## src/rtl/seg7_scan_reader_if.sv

```systemverilog
// Multiplexed 7-segment bus in, recovered parallel digits out.
interface seg7_scan_reader_if #(
  parameter int N_DIG = 4
);
  logic [6:0]         seg_in;
  logic [N_DIG-1:0]   dig_sel;
  logic [4*N_DIG-1:0] bcd_out;
  logic [N_DIG-1:0]   err_out;
  logic [N_DIG-1:0]   blank_out;
  logic               frame_valid;
  logic               sel_err;

  modport master (
    output seg_in, dig_sel,
    input  bcd_out, err_out, blank_out, frame_valid, sel_err
  );

  modport slave (
    input  seg_in, dig_sel,
    output bcd_out, err_out, blank_out, frame_valid, sel_err
  );
endinterface

```

## src/rtl/seg7_scan_reader.sv

```systemverilog
// Rebuilds BCD digits from a scanned 7-segment display bus. Each digit must
// hold steady for STABLE samples before capture; a full frame publishes at once.
module seg7_scan_reader #(
  parameter int N_DIG  = 4,
  parameter int STABLE = 4,
  parameter int CNT_W  = 8
) (
  input logic               clk,
  input logic               rst_n,
  seg7_scan_reader_if.slave bus
);
  localparam int SW = N_DIG + 7;
  localparam logic [CNT_W-1:0] STB    = CNT_W'(STABLE);
  localparam logic [CNT_W-1:0] STB_M1 = CNT_W'(STABLE - 1);

  typedef enum logic [1:0] {IDLE, SETTLE, HOLD} state_t;

  state_t                 st_q, st_d;
  logic [SW-1:0]          smp_q, smp_d;
  logic [CNT_W-1:0]       cnt_q, cnt_d;
  logic [N_DIG-1:0]       mask_q, mask_d;
  logic [N_DIG-1:0][3:0]  shd_bcd_q, shd_bcd_d;
  logic [N_DIG-1:0]       shd_err_q, shd_err_d;
  logic [N_DIG-1:0]       shd_blk_q, shd_blk_d;
  logic [N_DIG-1:0][3:0]  bcd_q, bcd_d;
  logic [N_DIG-1:0]       err_q, err_d;
  logic [N_DIG-1:0]       blk_q, blk_d;
  logic                   fv_q, fv_d;
  logic                   se_q, se_d;

  logic                   changed, new_oh, capture;
  logic [N_DIG-1:0]       cap_sel, mask_set;
  logic [5:0]             dec;

  // {err, blank, bcd}
  function automatic logic [5:0] dec7(input logic [6:0] s);
    case (s)
      7'h7E:   dec7 = 6'h00;
      7'h30:   dec7 = 6'h01;
      7'h6D:   dec7 = 6'h02;
      7'h79:   dec7 = 6'h03;
      7'h33:   dec7 = 6'h04;
      7'h5B:   dec7 = 6'h05;
      7'h5F:   dec7 = 6'h06;
      7'h70:   dec7 = 6'h07;
      7'h7F:   dec7 = 6'h08;
      7'h7B:   dec7 = 6'h09;
      7'h00:   dec7 = 6'h10;
      default: dec7 = 6'h2F;
    endcase
  endfunction

  always_comb begin
    smp_d   = {bus.dig_sel, bus.seg_in};
    changed = (smp_d != smp_q);
    new_oh  = $onehot(bus.dig_sel);
    cap_sel = smp_q[SW-1:7];
    dec     = dec7(smp_q[6:0]);
    cnt_d   = changed ? CNT_W'(1) : ((cnt_q == STB) ? cnt_q : cnt_q + 1'b1);
    se_d    = changed && (bus.dig_sel != '0) && !new_oh;
    st_d    = st_q;
    capture = 1'b0;

    case (st_q)
      IDLE:   if (new_oh) st_d = SETTLE;
      SETTLE: begin
        if (changed) st_d = new_oh ? SETTLE : IDLE;
        else if (cnt_q == STB_M1) begin
          // the counter reaches STABLE on this edge
          capture = 1'b1;
          st_d    = HOLD;
        end
      end
      HOLD:   if (changed) st_d = new_oh ? SETTLE : IDLE;
      default: st_d = IDLE;
    endcase

    shd_bcd_d = shd_bcd_q;
    shd_err_d = shd_err_q;
    shd_blk_d = shd_blk_q;
    mask_d    = mask_q;
    mask_set  = mask_q | cap_sel;
    bcd_d     = bcd_q;
    err_d     = err_q;
    blk_d     = blk_q;
    fv_d      = 1'b0;

    if (capture) begin
      for (int i = 0; i < N_DIG; i++) begin
        if (cap_sel[i]) begin
          shd_bcd_d[i] = dec[3:0];
          shd_blk_d[i] = dec[4];
          shd_err_d[i] = dec[5];
        end
      end
      if (&mask_set) begin
        bcd_d  = shd_bcd_d;
        err_d  = shd_err_d;
        blk_d  = shd_blk_d;
        fv_d   = 1'b1;
        mask_d = '0;
      end else begin
        mask_d = mask_set;
      end
    end
  end

  always_ff @(posedge clk or negedge rst_n) begin
    if (!rst_n) begin
      st_q      <= IDLE;
      smp_q     <= '0;
      cnt_q     <= '0;
      mask_q    <= '0;
      shd_bcd_q <= '0;
      shd_err_q <= '0;
      shd_blk_q <= '0;
      bcd_q     <= '0;
      err_q     <= '0;
      blk_q     <= '0;
      fv_q      <= 1'b0;
      se_q      <= 1'b0;
    end else begin
      st_q      <= st_d;
      smp_q     <= smp_d;
      cnt_q     <= cnt_d;
      mask_q    <= mask_d;
      shd_bcd_q <= shd_bcd_d;
      shd_err_q <= shd_err_d;
      shd_blk_q <= shd_blk_d;
      bcd_q     <= bcd_d;
      err_q     <= err_d;
      blk_q     <= blk_d;
      fv_q      <= fv_d;
      se_q      <= se_d;
    end
  end

  assign bus.bcd_out     = bcd_q;
  assign bus.err_out     = err_q;
  assign bus.blank_out   = blk_q;
  assign bus.frame_valid = fv_q;
  assign bus.sel_err     = se_q;
endmodule

```

## src/flat_wrapper.sv

```systemverilog
// flat-port wrapper written by rule: the top's interface ports become plain ports
module seg7_scan_reader_flat 
#(
  parameter int N_DIG  = 4,
  parameter int STABLE = 4,
  parameter int CNT_W  = 8
)
  (clk, rst_n, bus_seg_in, bus_dig_sel, bus_bcd_out, bus_err_out, bus_blank_out, bus_frame_valid, bus_sel_err);
  seg7_scan_reader_if #(.N_DIG(N_DIG)) bus_i ();
  input logic clk;
  input logic rst_n;
  input wire logic [$bits(bus_i.seg_in)-1:0] bus_seg_in;
  input wire logic [$bits(bus_i.dig_sel)-1:0] bus_dig_sel;
  output wire logic [$bits(bus_i.bcd_out)-1:0] bus_bcd_out;
  output wire logic [$bits(bus_i.err_out)-1:0] bus_err_out;
  output wire logic [$bits(bus_i.blank_out)-1:0] bus_blank_out;
  output wire logic [$bits(bus_i.frame_valid)-1:0] bus_frame_valid;
  output wire logic [$bits(bus_i.sel_err)-1:0] bus_sel_err;
  assign bus_i.seg_in = bus_seg_in;
  assign bus_i.dig_sel = bus_dig_sel;
  assign bus_bcd_out = bus_i.bcd_out;
  assign bus_err_out = bus_i.err_out;
  assign bus_blank_out = bus_i.blank_out;
  assign bus_frame_valid = bus_i.frame_valid;
  assign bus_sel_err = bus_i.sel_err;
  seg7_scan_reader #(.N_DIG(N_DIG), .STABLE(STABLE), .CNT_W(CNT_W)) u_core (.clk(clk), .rst_n(rst_n), .bus(bus_i));
endmodule
```

## config.mk

```make
export PLATFORM = sky130hd
export DESIGN_NAME = seg7_scan_reader_flat
export DESIGN_NICKNAME = d
export VERILOG_FILES = /design/src/rtl/seg7_scan_reader_if.sv /design/src/rtl/seg7_scan_reader.sv /design/src/flat_wrapper.sv
export SDC_FILE = /design/constraint.sdc
export NUM_CORES = 1
export LEC_CHECK = 0
export CORE_MARGIN = 1.5
export CORE_UTILIZATION = 63
export DETAILED_ROUTE_END_ITERATION = 8
export DONT_BUFFER_PORTS = 1
export HOLD_SLACK_MARGIN = 0.02
export PLACE_DENSITY_LB_ADDON = 0.1
export SKIP_CTS_REPAIR_TIMING = 1
export SLEW_MARGIN = 20
export SYNTH_ARGS = -nofsm -noshare
export SYNTH_HDL_FRONTEND = slang
export SYNTH_SLANG_ARGS = --single-unit
```

## constraint.sdc

```tcl
create_clock -name clk -period 3.2 [get_ports clk]
set_input_delay 0.64 -clock clk [delete_from_list [all_inputs] [get_ports clk]]
set_output_delay 0.64 -clock clk [all_outputs]
set_load 0.05 [all_outputs]
```

; ---- After elaboration in Yosys (flattened, before gate mapping)
; Cells that the tools add are included.
; Widths: inputs -> output; s select.
[word_totals]
input_bits = 13
elab_cells = 79
reg_bits = 75
[op_classes]
reduce_logical = 9
addsub = 4
n_eq_ne = 20
muxes = 27
bitwise_logic = 1
[ops]
columns = cell, n
row1 = $pmux 6 s11, 1
row2 = $eq 7x7->1 const B, 8
row3 = $mux 4, 5
row4 = $mux 8, 2
row5 = $eq 7x6->1 const B, 2
row6 = $mux 1, 14
row7 = $ne 11x11->1, 1
row8 = $add 8x1->8 const B, 1
row9 = $eq 8x2->1 const B, 1
row10 = $eq 8x3->1 const B, 1
row11 = $mux 2, 4
row12 = $logic_not 7->1, 1
row13 = $ne 2x1->1 const B, 3
row14 = $pmux 2 s3, 1
row15 = $reduce_and 5->1, 1
row16 = $add 1x1->2, 2
row17 = $or 4x4->4, 1
row18 = $reduce_and 4->1, 1
row19 = $reduce_bool 4->1, 1
row20 = $add 3x3->3, 1
row21 = $eq 3x1->1 const B, 1
row22 = $ne 3x1->1 const B, 1
row23 = $reduce_and 3->1, 1
row24 = $eq 2x1->1 const B, 1
row25 = 4 further kinds, 5

; ---- Logic depth before layout (Yosys ltp)
; Gate-level depths: netlist of the first run.
[depth]
word_depth = 6
ltp_mapped = 7
ltp_nobuf = 7

; ---- Worst setup path before layout of the first run
; No wires, ideal clock.
[synth_path]
kind = in2reg
start = input bus_seg_in[1]
end = register u_core.bcd_q, in the netlist u_core.bus.bcd_out[8]
setup_ns = 0.125
stages = 6
arrival_ns = 2.268
path_slack_ns = 0.807
cell_sequence = xor2_1 nor4_2 nand4_2 nor3_4 buf_6 mux2_2
[synth_between]
elab_chain_len = 4
[synth_lines]
columns = item, line_no
row1 = "start, declared", flat_wrapper.sv:12  ; input wire logic [$bits(bus_i.seg_in)-1:0] bus_seg_in;
row2 = $ne 11x11->1, seg7_scan_reader.sv:55  ; changed = (smp_d != smp_q);
row3 = $mux 1, seg7_scan_reader.sv:67  ; if (changed) st_d = new_oh ? SETTLE : IDLE;
row4 = $mux 1, seg7_scan_reader.sv:64  ; case (st_q)
row5 = $reduce_and 5->1 (no line), --
row6 = "end signal, assigned", seg7_scan_reader.sv:117  ; bcd_q <= '0;
row7 = "end signal, assigned", seg7_scan_reader.sv:130  ; bcd_q <= bcd_d;
row8 = "end, declared", seg7_scan_reader.sv:25  ; logic [N_DIG-1:0][3:0] bcd_q, bcd_d;
; No other way between the ends.
; A chain may end at the register's enable or synchronous reset.

; ---- Worst setup path in the final report of the first run
[layout_path]
start = register u_core.smp_q[7]
end = register u_core.err_q[2], in the netlist u_core.bus.err_out[2]
[layout_between]
elab_chain_len = 4
[layout_lines]
columns = item, line_no
row1 = "start, declared", seg7_scan_reader.sv:19  ; logic [SW-1:0] smp_q, smp_d;
row2 = "start signal, assigned", seg7_scan_reader.sv:124  ; smp_q <= smp_d;
row3 = $ne 11x11->1, seg7_scan_reader.sv:55
row4 = $mux 1, seg7_scan_reader.sv:67
row5 = $mux 1, seg7_scan_reader.sv:64
row6 = $reduce_and 5->1 (no line) (*), --
row7 = "end signal, assigned", seg7_scan_reader.sv:131  ; err_q <= err_d;
row8 = "end, declared", seg7_scan_reader.sv:26  ; logic [N_DIG-1:0] err_q, err_d;
; Every way passes the cells marked *; elsewhere a longest branch is shown, timed or not.

==> results of run 1 <==
registers in the layout (all words and copies together), names as in the netlist:
name	count
u_core.smp_q	11
u_core.bus.sel_err	1
u_core.bus.frame_valid	1
u_core.shd_blk_q	4
u_core.bus.err_out	4
u_core.st_q	2
u_core.bus.bcd_out	16
u_core.bus.blank_out	4
u_core.shd_bcd_q	16
u_core.mask_q	4
u_core.shd_err_q	4
u_core.cnt_q	8
power by group:
part / leakage, uW / internal, uW / switching [uW] / total [uW]
Combinational: 0.000868 / 52.6 / 69.7 / 122
Sequential: 0.000971 / 960 / 30.5 / 990
Clock: 0.0000950 / 371 / 321 / 691
routing by layer:
metal  up-vias  GRT usage [%]  share of wire, %
li1       1087              -                 -
met1      1199           33.9                47
met2        67           34.5                47
met3         9           4.34               4.9
met4         0           12.1               1.3
met5         -              0                 0
worst max path at each step:
| stage | endpoint | cells after the start |
|---|---|---|
| global placement | u_core.bus.blank_out[0] | 6 |
| CTS | u_core.bus.err_out[2] | 6 |
| floorplan | u_core.bus.bcd_out[8] | 6 |
| detailed placement | u_core.bus.err_out[2] | 6 |
| finish | u_core.bus.err_out[2] | 6 |
| global route | u_core.bus.err_out[2] | 6 |
metrics by stage:
stage / total power [uW] / util [%] / cells / cell area, um^2 / setup slack [ns]
after CTS: 1800 / 71.4 / 387 / 4010 / 0.407
after global placement: 1110 / 68.2 / 373 / 3820 / 0.449
after global routing: 1880 / 71.9 / 388 / 4030 / 0.291
after floorplan: 1090 / - / 306 / 3740 / 0.807
final: 1800 / 71.9 / 388 / 4030 / 0.435
after detailed placement: 1110 / 68.2 / 373 / 3820 / 0.397
cells in the mapped netlist (all sizes together):
library cell,number
a211oi,2
a21oi,4
a221oi,1
a2bb2oi,1
a31o,1
a31oi,4
and3,3
and4,1
buf,8
clkbuf,7
dfrtp,75
fa,1
ha,7
inv,19
maj3,1
mux2,56
mux2i,10
nand2,14
nand2b,3
nand3,8
nand4,2
nand4b,2
nor2,16
nor2b,3
nor3,8
nor3b,1
nor4,3
nor4b,1
o21ai,2
o221ai,2
o22a,1
o22ai,4
o2bb2ai,1
o31ai,4
o32ai,1
or2,7
or3,1
or4,1
or4b,2
xnor2,5
xor2,13
cells by family (layout without fill, tap and decap cells):
family | Yosys count | in the layout | share of synthesized area (%)
xor gates and xnor gates | 18 | 18 | 4.22
DFF | 75 | 75 | 50.2
muxes | 66 | 66 | 19.5
adders and majority gates | 9 | 9 | 3.14
buffers and inverters | 34 | 44 | 4.08
AOI/OAI and AO/OA | 28 | 28 | 5.99
and+or+nand+nor | 76 | 76 | 12.8
final cells by class:
class	instances	area [um^2]
Sequential cell	75	1880
Multi-Input combinational cell	197	1710
Fill cell	381	1580
Clock buffer	11	141
Timing Repair Buffer	11	103
Tap cell	72	90.1
Inverter	19	71.3
Clock inverter	3	40.0
==> impl_metrics.csv, run 1 <==
group,metric,value,unit
status,outcome,"finished clean",
clocking,cts_tree,"done",
synth,yosysUniqueCellTypes,50,
final_layout,layout_common_cells,"75 x dfrtp_1, 52 x mux2_2, 19 x inv_1, 16 x nor2_1, 14 x nand2_1",
sta,hold_ws,0.181,ns
setup_path,cp-startpoint,"u_core.smp_q[7]",
setup_path,worstPathArrival,2.99,ns
synth,synth_area_leaders,"dfrtp_1 50%, mux2_2 16%, xor2_1 3.0%, mux2i_1 2.7%, ha_1 2.3%",
sta,setup_viol,0,
run,maxCapViolations,0,
clocking,cts_buffers,9,
setup_path,path_buf_inv,1,
final_layout,num_antenna_cells,0,
sta,fin_setup_tns,0,ns
setup_path,rr_endpoint,"u_core.bus.err_out[2]",
routing,drtIter0Drc,122,
setup_path,rr_worst_depth,6,
sta,slew_viol_final,0,
setup_path,critPathSlowestCell,"dfrtp_1",
setup_path,crit_family,"simple AND/OR/NAND/NOR gates",
clocking,clock-root-buffer,"clkbuf_8",
global_route,grt_pass1_wl,11200,um
routing,wl_per_cell,17.8,um
clocking,cts_sinks,75,
sta,layout_min_cycle_time,2.76,ns
setup_path,critPathRequiredTime,3.42,ns
synth,yosysWarningCount,0,
synth,yosys_register_bits,75,
clocking,cts_max_path_buffers,2,
place,gp_congestion,0.816,
synth,synth_nets,327,
routing,vias,2362,
place,dpl.hpwl,4720,um
floorplan,initial_utilization,66.7,%
pwr,ir_worst_vdd,0.000288,V
floorplan,coreArea,5610,um^2
routing,wl,6890,um
pwr,power.density,447,nW/um^2
setup_path,path_cells,"xor2_1 -> nor4_2 -> nand4_2 -> nor3_4 -> buf_4 -> mux2_2",
floorplan,ioPinCount,39,
routing,ant_nets,0,
final_layout,layout_commonest_cell,"dfrtp_1",
sta,fin_skew,0.00848,ns
final_layout,fin_nets,334,
final_layout,syn2layout_area_growth,7.83,%
routing,vias_per_cell,6.09,
synth,synthCells,306,
setup_path,worstSetupStartpointType,"flip-flop",
place,port_buffers,0,
sta,hold_viol,0,
setup_path,reg2reg_slack,0.44,ns
pwr,leakage,0.00193,uW
synth,synth_area,3740,um^2
synth,seq_area_frac_synth,50.2,%
floorplan,rows,27,
clocking,clk_pin_slew,0.07,ns
sta,rsz0062_at_grt,"no",
global_route,antenna_found_initial,0,
setup_path,cp_max_fo,23,
setup_path,critPathKind,"reg -> reg",
clocking,htreeDepth,3,
sta,fmax,362,MHz
hold_path,hold_path_class,"in -> async",
global_route,grt_max_degree,76,
floorplan,die_h,80.0,um
setup_path,end_kind,"flip-flop",
final_layout,drive_above_1_share,31.6,%
synth,yosysTopAreaCell,"dfrtp_1",
global_route,track_usage,23.7,%
sta,tightest_slew,0.813,ns
routing,drc_errors,0,
setup_path,max_stage_delay,0.54,ns
floorplan,die_w,80.0,um
synth,avgSynthCellArea,12.2,um^2
setup_path,timing.rr.start,"u_core.smp_q[7]",
sta,period_share,86.4,%
global_route,grt_overflow,0,
clocking,insertion_delay,0.34,ns
global_route,first_global_vias,2256,
synth,yosysTopAreaCellShare,50.2,%
floorplan,die_area,6410,um^2
routing,dr.pass1.iters,4,
sta,slew_headroom,45.5,%
Power figures use the tool's default switching activity.
==> run 2: changes to the inputs <==
--- a/config.mk
+++ b/config.mk
@@ -10,7 +10,8 @@
 export DETAILED_ROUTE_END_ITERATION = 8
 export DONT_BUFFER_PORTS = 1
 export HOLD_SLACK_MARGIN = 0.02
-export PLACE_DENSITY_LB_ADDON = 0.1
+export PLACE_DENSITY_LB_ADDON = 0.15
+export SETUP_SLACK_MARGIN = 0.4
 export SKIP_CTS_REPAIR_TIMING = 1
 export SLEW_MARGIN = 20
 export SYNTH_ARGS = -nofsm -noshare
==> constraint.sdc (replaced) <==
create_clock -name clk -period 3.2 [get_ports clk]
set_input_delay 0 -clock clk [delete_from_list [all_inputs] [get_ports clk]]
set_output_delay 0 -clock clk [all_outputs]
set_load 0.05 [all_outputs]
==> run 2 against run 1 <==
- critical path depth is the same
- sequential cell count is the same
- total power decreased by 0.32%
- clock-buffer cell count is 1 lower
- register-to-register slack better by 0.25 ns
- combinational power grew 8%
- first-iteration DRC count fell by 13%
- global-route usage is 0.26 points lower
- sequential share of layout area is 0.96 points lower
- core utilization up 1.5 points
- cell count grew 2.3%
- largest power group unchanged
==> impl_metrics.csv, run 2 (synthesis gave the netlist of run 1 again) <==
group,metric,value,unit
status,outcome,"finished clean",
setup_path,critPathRequiredTime,3.44,ns
global_route,grt_pass1_wl,11200,um
floorplan,rows,27,
setup_path,reg2reg_slack,0.69,ns
clocking,cts_buffers,9,
clocking,cts_tree,"done",
pwr,leakage,0.00195,uW
setup_path,rr_endpoint,"u_core.shd_err_q[3]",
sta,period_share,78.5,%
final_layout,drive_above_1_share,30.2,%
routing,drc_errors,0,
sta,hold_viol,0,
routing,ant_nets,0,
hold_path,worstHoldEndpoint,"u_core.cnt_q[0]",
global_route,grt_overflow,0,
setup_path,cp_max_fo,14,
pwr,p_comb_share,7.4,%
setup_path,worstPathArrival,2.75,ns
clocking,cts_max_path_buffers,2,
routing,drtIter0Drc,106,
pwr,clkPwrFrac,37.4,%
final_layout,n_fill_cell,399,
pwr,p_seq_share,55.2,%
hold_path,hold_path_depth,3,
pwr,power.density,437,nW/um^2
floorplan,coreArea,5610,um^2
place,pre_cts_ws,0.685,ns
setup_path,critPathKind,"reg -> reg",
clocking,insertion_delay,0.35,ns
sta,rsz0062_at_grt,"no",
pwr,ir_worst_vdd,0.000410,V
routing,wl_per_cell,17.8,um
setup_path,timing.rr.start,"u_core.smp_q[3]",
floorplan,die_w,80.0,um
run,maxCapViolations,0,
clocking,htreeDepth,3,
global_route,grt_max_degree,76,
global_route,first_global_vias,2272,
clocking,clk_pin_slew,0.08,ns
sta,worst_slack,0.688,ns
sta,layout_min_cycle_time,2.51,ns
floorplan,ioPinCount,39,
final_layout,num_antenna_cells,0,
pwr,swShare,26.1,%
floorplan,initial_utilization,66.7,%
pwr,intPower,1330,uW
sta,tightest_slew,0.721,ns
hold_path,hold_path_class,"in -> reg",
sta,fmax,398,MHz
setup_path,worstSetupStartpointType,"flip-flop",
sta,fin_skew,0.00944,ns
hold_path,hold_start,"bus_seg_in[0]",
routing,vias_per_cell,5.89,
routing,vias,2339,
sta,setup_viol,0,
global_route,track_usage,23.4,%
floorplan,die_h,80.0,um
final_layout,syn2layout_area_growth,10.1,%
setup_path,rr_worst_depth,6,
clocking,cts_sinks,75,
sta,slew_headroom,51.6,%
place,port_buffers,0,
sta,fin_setup_tns,0,ns
pwr,switchingPower,469,uW
final_layout,fin_nets,341,
setup_path,end_kind,"flip-flop",
routing,wl,7060,um
final_layout,layout_common_cells,"75 x dfrtp_1, 52 x mux2_2, 19 x inv_1, 16 x nor2_1, 14 x nand2_1",
sta,slew_viol_final,0,
place,gp_congestion,0.900,
floorplan,die_area,6410,um^2
place,dpl.hpwl,4690,um
routing,dr.pass1.iters,4,
global_route,antenna_found_initial,0,
final_layout,layout_commonest_cell,"dfrtp_1",
clocking,clock-root-buffer,"clkbuf_8",
[run 2: cell count changes in the layout (fill, tap and decap cells not counted), sizes merged]
| cell | previous run | this run |
|---|---|---|
| clkinvlp | 0 | 2 |
| buf | 11 | 6 |
| clkbuf | 11 | 10 |
| clkinv | 2 | 1 |
| bufinv | 1 | 0 |
| inv | 19 | 22 |
| dlygate4sd3 | 0 | 12 |
[run 2: worst max path at each step]
stage,from,to,cells after the start
2_1_floorplan,u_core.smp_q[1],u_core.bus.bcd_out[8],7
3_3_place_gp,u_core.smp_q[7],u_core.shd_bcd_q[13],6
3_5_place_dp,u_core.smp_q[7],u_core.bus.bcd_out[5],7
4_1_cts,u_core.smp_q[7],u_core.shd_err_q[3],6
5_1_grt,u_core.cnt_q[4],u_core.bus.bcd_out[0],6
6_report,u_core.smp_q[3],u_core.shd_err_q[3],6
[run 2: critical path, cell delays in order, from the launching register on]
cell and delay (ns):
dfrtp_1 0.56, xor2_1 0.25, nor4_2 0.30, nand4_2 0.14, buf_4 0.23, nor3_2 0.51, mux2_2 0.41
[run 2: final cells by class]
class | count | area (um^2) | share of cell area (%)
Clock buffer | 10 | 138 | 3.34
Clock inverter | 6 | 46.3 | 1.12
Inverter | 19 | 71.3 | 1.73
Multi-Input combinational cell | 197 | 1710 | 41.5
Sequential cell | 75 | 1880 | 45.6
Tap cell | 72 | 90.1 | 2.19
Timing Repair Buffer | 18 | 185 | 4.50
[run 2: layer usage]
metal	vias up	global-route usage [%]	wire length, um
met3	14	6.06	351
met4	0	8.97	144
li1	1097	-	-
met5	-	0	0
met1	1175	31.6	3250
met2	53	36.3	3310
[run 2: power groups by stage]
stage          sequential [uW]  clock [uW]  combinational, uW
4_1_cts                    993         690               96.1
5_1_grt                    996         729                148
3_5_place_dp              1010           0               95.6
6_report                   993         673                132
2_1_floorplan              993           0               94.4
3_3_place_gp              1010           0               93.4
[run 2: per-stage QoR]
stage / hold WS, ns / cells / cell area (um^2) / utilization (%) / power [uW]
3_3_place_gp: -0.294 / 368 / 3790 / 67.5 / 1100
6_report: 0.168 / 397 / 4120 / 73.4 / 1800
4_1_cts: -0.681 / 384 / 3970 / 70.8 / 1780
3_5_place_dp: -0.294 / 368 / 3790 / 67.5 / 1110
5_1_grt: 0.170 / 397 / 4120 / 73.4 / 1870
2_1_floorplan: -0.296 / 306 / 3740 / - / 1090
==> run 3: changes to the inputs <==
--- a/config.mk
+++ b/config.mk
@@ -6,7 +6,7 @@
 export NUM_CORES = 1
 export LEC_CHECK = 0
 export CORE_MARGIN = 1.5
-export CORE_UTILIZATION = 63
+export CORE_UTILIZATION = 57
 export DETAILED_ROUTE_END_ITERATION = 8
 export DONT_BUFFER_PORTS = 1
 export HOLD_SLACK_MARGIN = 0.02
==> constraint.sdc (replaced) <==
create_clock -name clk -period 2.2 [get_ports clk]
set_input_delay 0 -clock clk [delete_from_list [all_inputs] [get_ports clk]]
set_output_delay 0 -clock clk [all_outputs]
set_load 0.05 [all_outputs]
==> run 3 against run 2 <==
- the run now ends with setup timing left
- cell area is 16% higher
- cell count is 8.8% higher
- critical path depth is 1 lower
- global-route usage is 1.3 points lower
- fmax is 12% higher
- largest power group unchanged
- total power is 60% higher
==> impl_metrics.csv, run 3 (synthesis gave the netlist of run 1 again) <==
group,metric,value,unit
sta,fin_setup_tns,-0.255,ns
routing,vias,2485,
place,gp_congestion,0.739,
setup_path,worstSetupStartpointType,"flip-flop",
final_layout,syn2layout_area_growth,27.2,%
global_route,grt_overflow,0,
pwr,total_power,2880,uW
sta,slew_headroom,58.8,%
sta,rsz0062_at_grt,"yes",
final_layout,num_antenna_cells,0,
setup_path,worstPathArrival,2.47,ns
setup_path,crit_family,"simple AND/OR/NAND/NOR gates",
pwr,p_comb_share,8.9,%
routing,drc_errors,0,
setup_path,end_kind,"flip-flop",
global_route,antenna_found_initial,0,
clocking,cts_sinks,75,
global_route,grt_max_degree,76,
clocking,htreeDepth,3,
floorplan,coreArea,6350,um^2
sta,hold_viol,0,
sta,worst_slack,-0.0390,ns
pwr,p_seq_share,49.4,%
sta,period_share,102,%
pwr,leakage,0.00225,uW
routing,wl,8180,um
routing,vias_per_cell,5.75,
pwr,switchingPower,677,uW
place,port_buffers,0,
global_route,track_usage,22.1,%
hold_path,hold_path_class,"in -> reg",
pwr,intPower,2210,uW
floorplan,die_h,84,um
setup_path,critPathKind,"reg -> reg",
place,dpl.hpwl,4890,um
clocking,clock-root-buffer,"clkbuf_8",
setup_path,path_cells,"or4_4 -> o32ai_4 -> o221ai_4 -> mux2_2 -> mux2_2",
status,outcome,"finished, violations left",
setup_path,cp_max_fo,8,
sta,hold_ws,0.109,ns
floorplan,initial_utilization,58.9,%
clocking,cts_buffers,9,
final_layout,layout_commonest_cell,"dfrtp_1",
setup_path,reg2reg_slack,-0.04,ns
sta,layout_min_cycle_time,2.24,ns
routing,dr.pass1.iters,4,
routing,ant_nets,0,
pwr,ir_worst_vdd,0.000530,V
setup_path,critPathSlowestCell,"or4_4",
sta,tightest_slew,0.617,ns
floorplan,rows,29,
setup_path,path_buf_inv,0,
floorplan,die_w,84,um
final_layout,fin_nets,372,
clocking,cts_tree,"done",
pwr,power.density,606,nW/um^2
floorplan,die_area,7060,um^2
global_route,first_global_vias,2418,
final_layout,final_core_util,74.9,%
status,violations,"setup timing",
final_layout,layout_common_cells,"72 x dfrtp_1, 28 x mux2_2, 28 x mux2_4, 22 x buf_4, 19 x inv_1",
global_route,grt_pass1_wl,12000,um
sta,setup_viol,8,
setup_path,max_stage_delay,0.58,ns
clocking,clk_pin_slew,0.08,ns
pwr,clkPwrFrac,41.7,%
sta,slew_viol_final,0,
setup_path,critPathRequiredTime,2.43,ns
pwr,swShare,23.5,%
clocking,insertion_delay,0.36,ns
setup_path,crit_top_cell,"mux2_2",
routing,drtIter0Drc,103,
final_layout,drive_above_1_share,42.5,%
routing,wl_per_cell,18.9,um
run,maxCapViolations,0,
floorplan,ioPinCount,39,
sta,fin_skew,0.0128,ns
sta,fmax,447,MHz
clocking,cts_max_path_buffers,2,
==> run 3: cell count changes in the layout (fill, tap and decap cells not counted), sizes merged <==
cell and change:
buf +30, inv -3, bufinv +2, clkbuf +2, clkinvlp -2, clkinv +1
==> run 3: per-layer routing <==
layer	vias to the layer above	track usage (%)	routed length (um)
li1	1160	-	-
met1	1263	30.1	3790
met2	51	33.1	3940
met3	11	6.63	312
met4	0	9.39	135
met5	-	0	0
==> run 3: path summary, 6_finish.rpt <==
path | startpoint | endpoint | cells past startpoint
min in group asynchronous | rst_n | u_core.shd_bcd_q[10] | 2
setup reg to reg | u_core.smp_q[6] | u_core.bus.bcd_out[13] | 5
setup / recovery | u_core.smp_q[6] | u_core.bus.bcd_out[13] | 5
max in group asynchronous | rst_n | u_core.bus.bcd_out[9] | 2
hold reg to reg | u_core.shd_bcd_q[6] | u_core.shd_bcd_q[6] | 1
hold / removal | bus_seg_in[0] | u_core.cnt_q[0] | 3
==> run 3: stage by stage <==
step | std cells | cell area, um^2 | worst slack [ns]
after CTS | 404 | 4230 | -0.0237
after detailed placement | 389 | 4000 | 0.00686
final | 432 | 4760 | -0.0390
after floorplan | 306 | 3830 | 0.0273
after global placement | 389 | 4000 | 0.0557
after global routing | 432 | 4760 | -0.106
==> run 3: worst register-to-register path: stages, from the launching register on <==
cell      delay, ns
dfrtp_1        0.40
or4_4          0.58
o32ai_4        0.36
o221ai_4       0.22
mux2_2         0.30
mux2_2         0.26
==> run 3: final cells by class <==
class / count / area, um^2
Clock inverter: 4 / 73.8
Sequential cell: 75 / 1880
Timing Repair Buffer: 49 / 505
Tap cell: 77 / 96.3
Multi-Input combinational cell: 197 / 1980
Clock buffer: 11 / 151
Inverter: 19 / 71.3
Fill cell: 404 / 1590
==> run 3: power groups by stage <==
stage | Sequential (uW) | Combinational (uW) | Clock [uW]
2_1_floorplan | 1440 | 147 | 0
3_3_place_gp | 1450 | 175 | 0
3_5_place_dp | 1450 | 180 | 0
4_1_cts | 1420 | 181 | 1210
5_1_grt | 1420 | 281 | 1270
6_report | 1420 | 256 | 1200
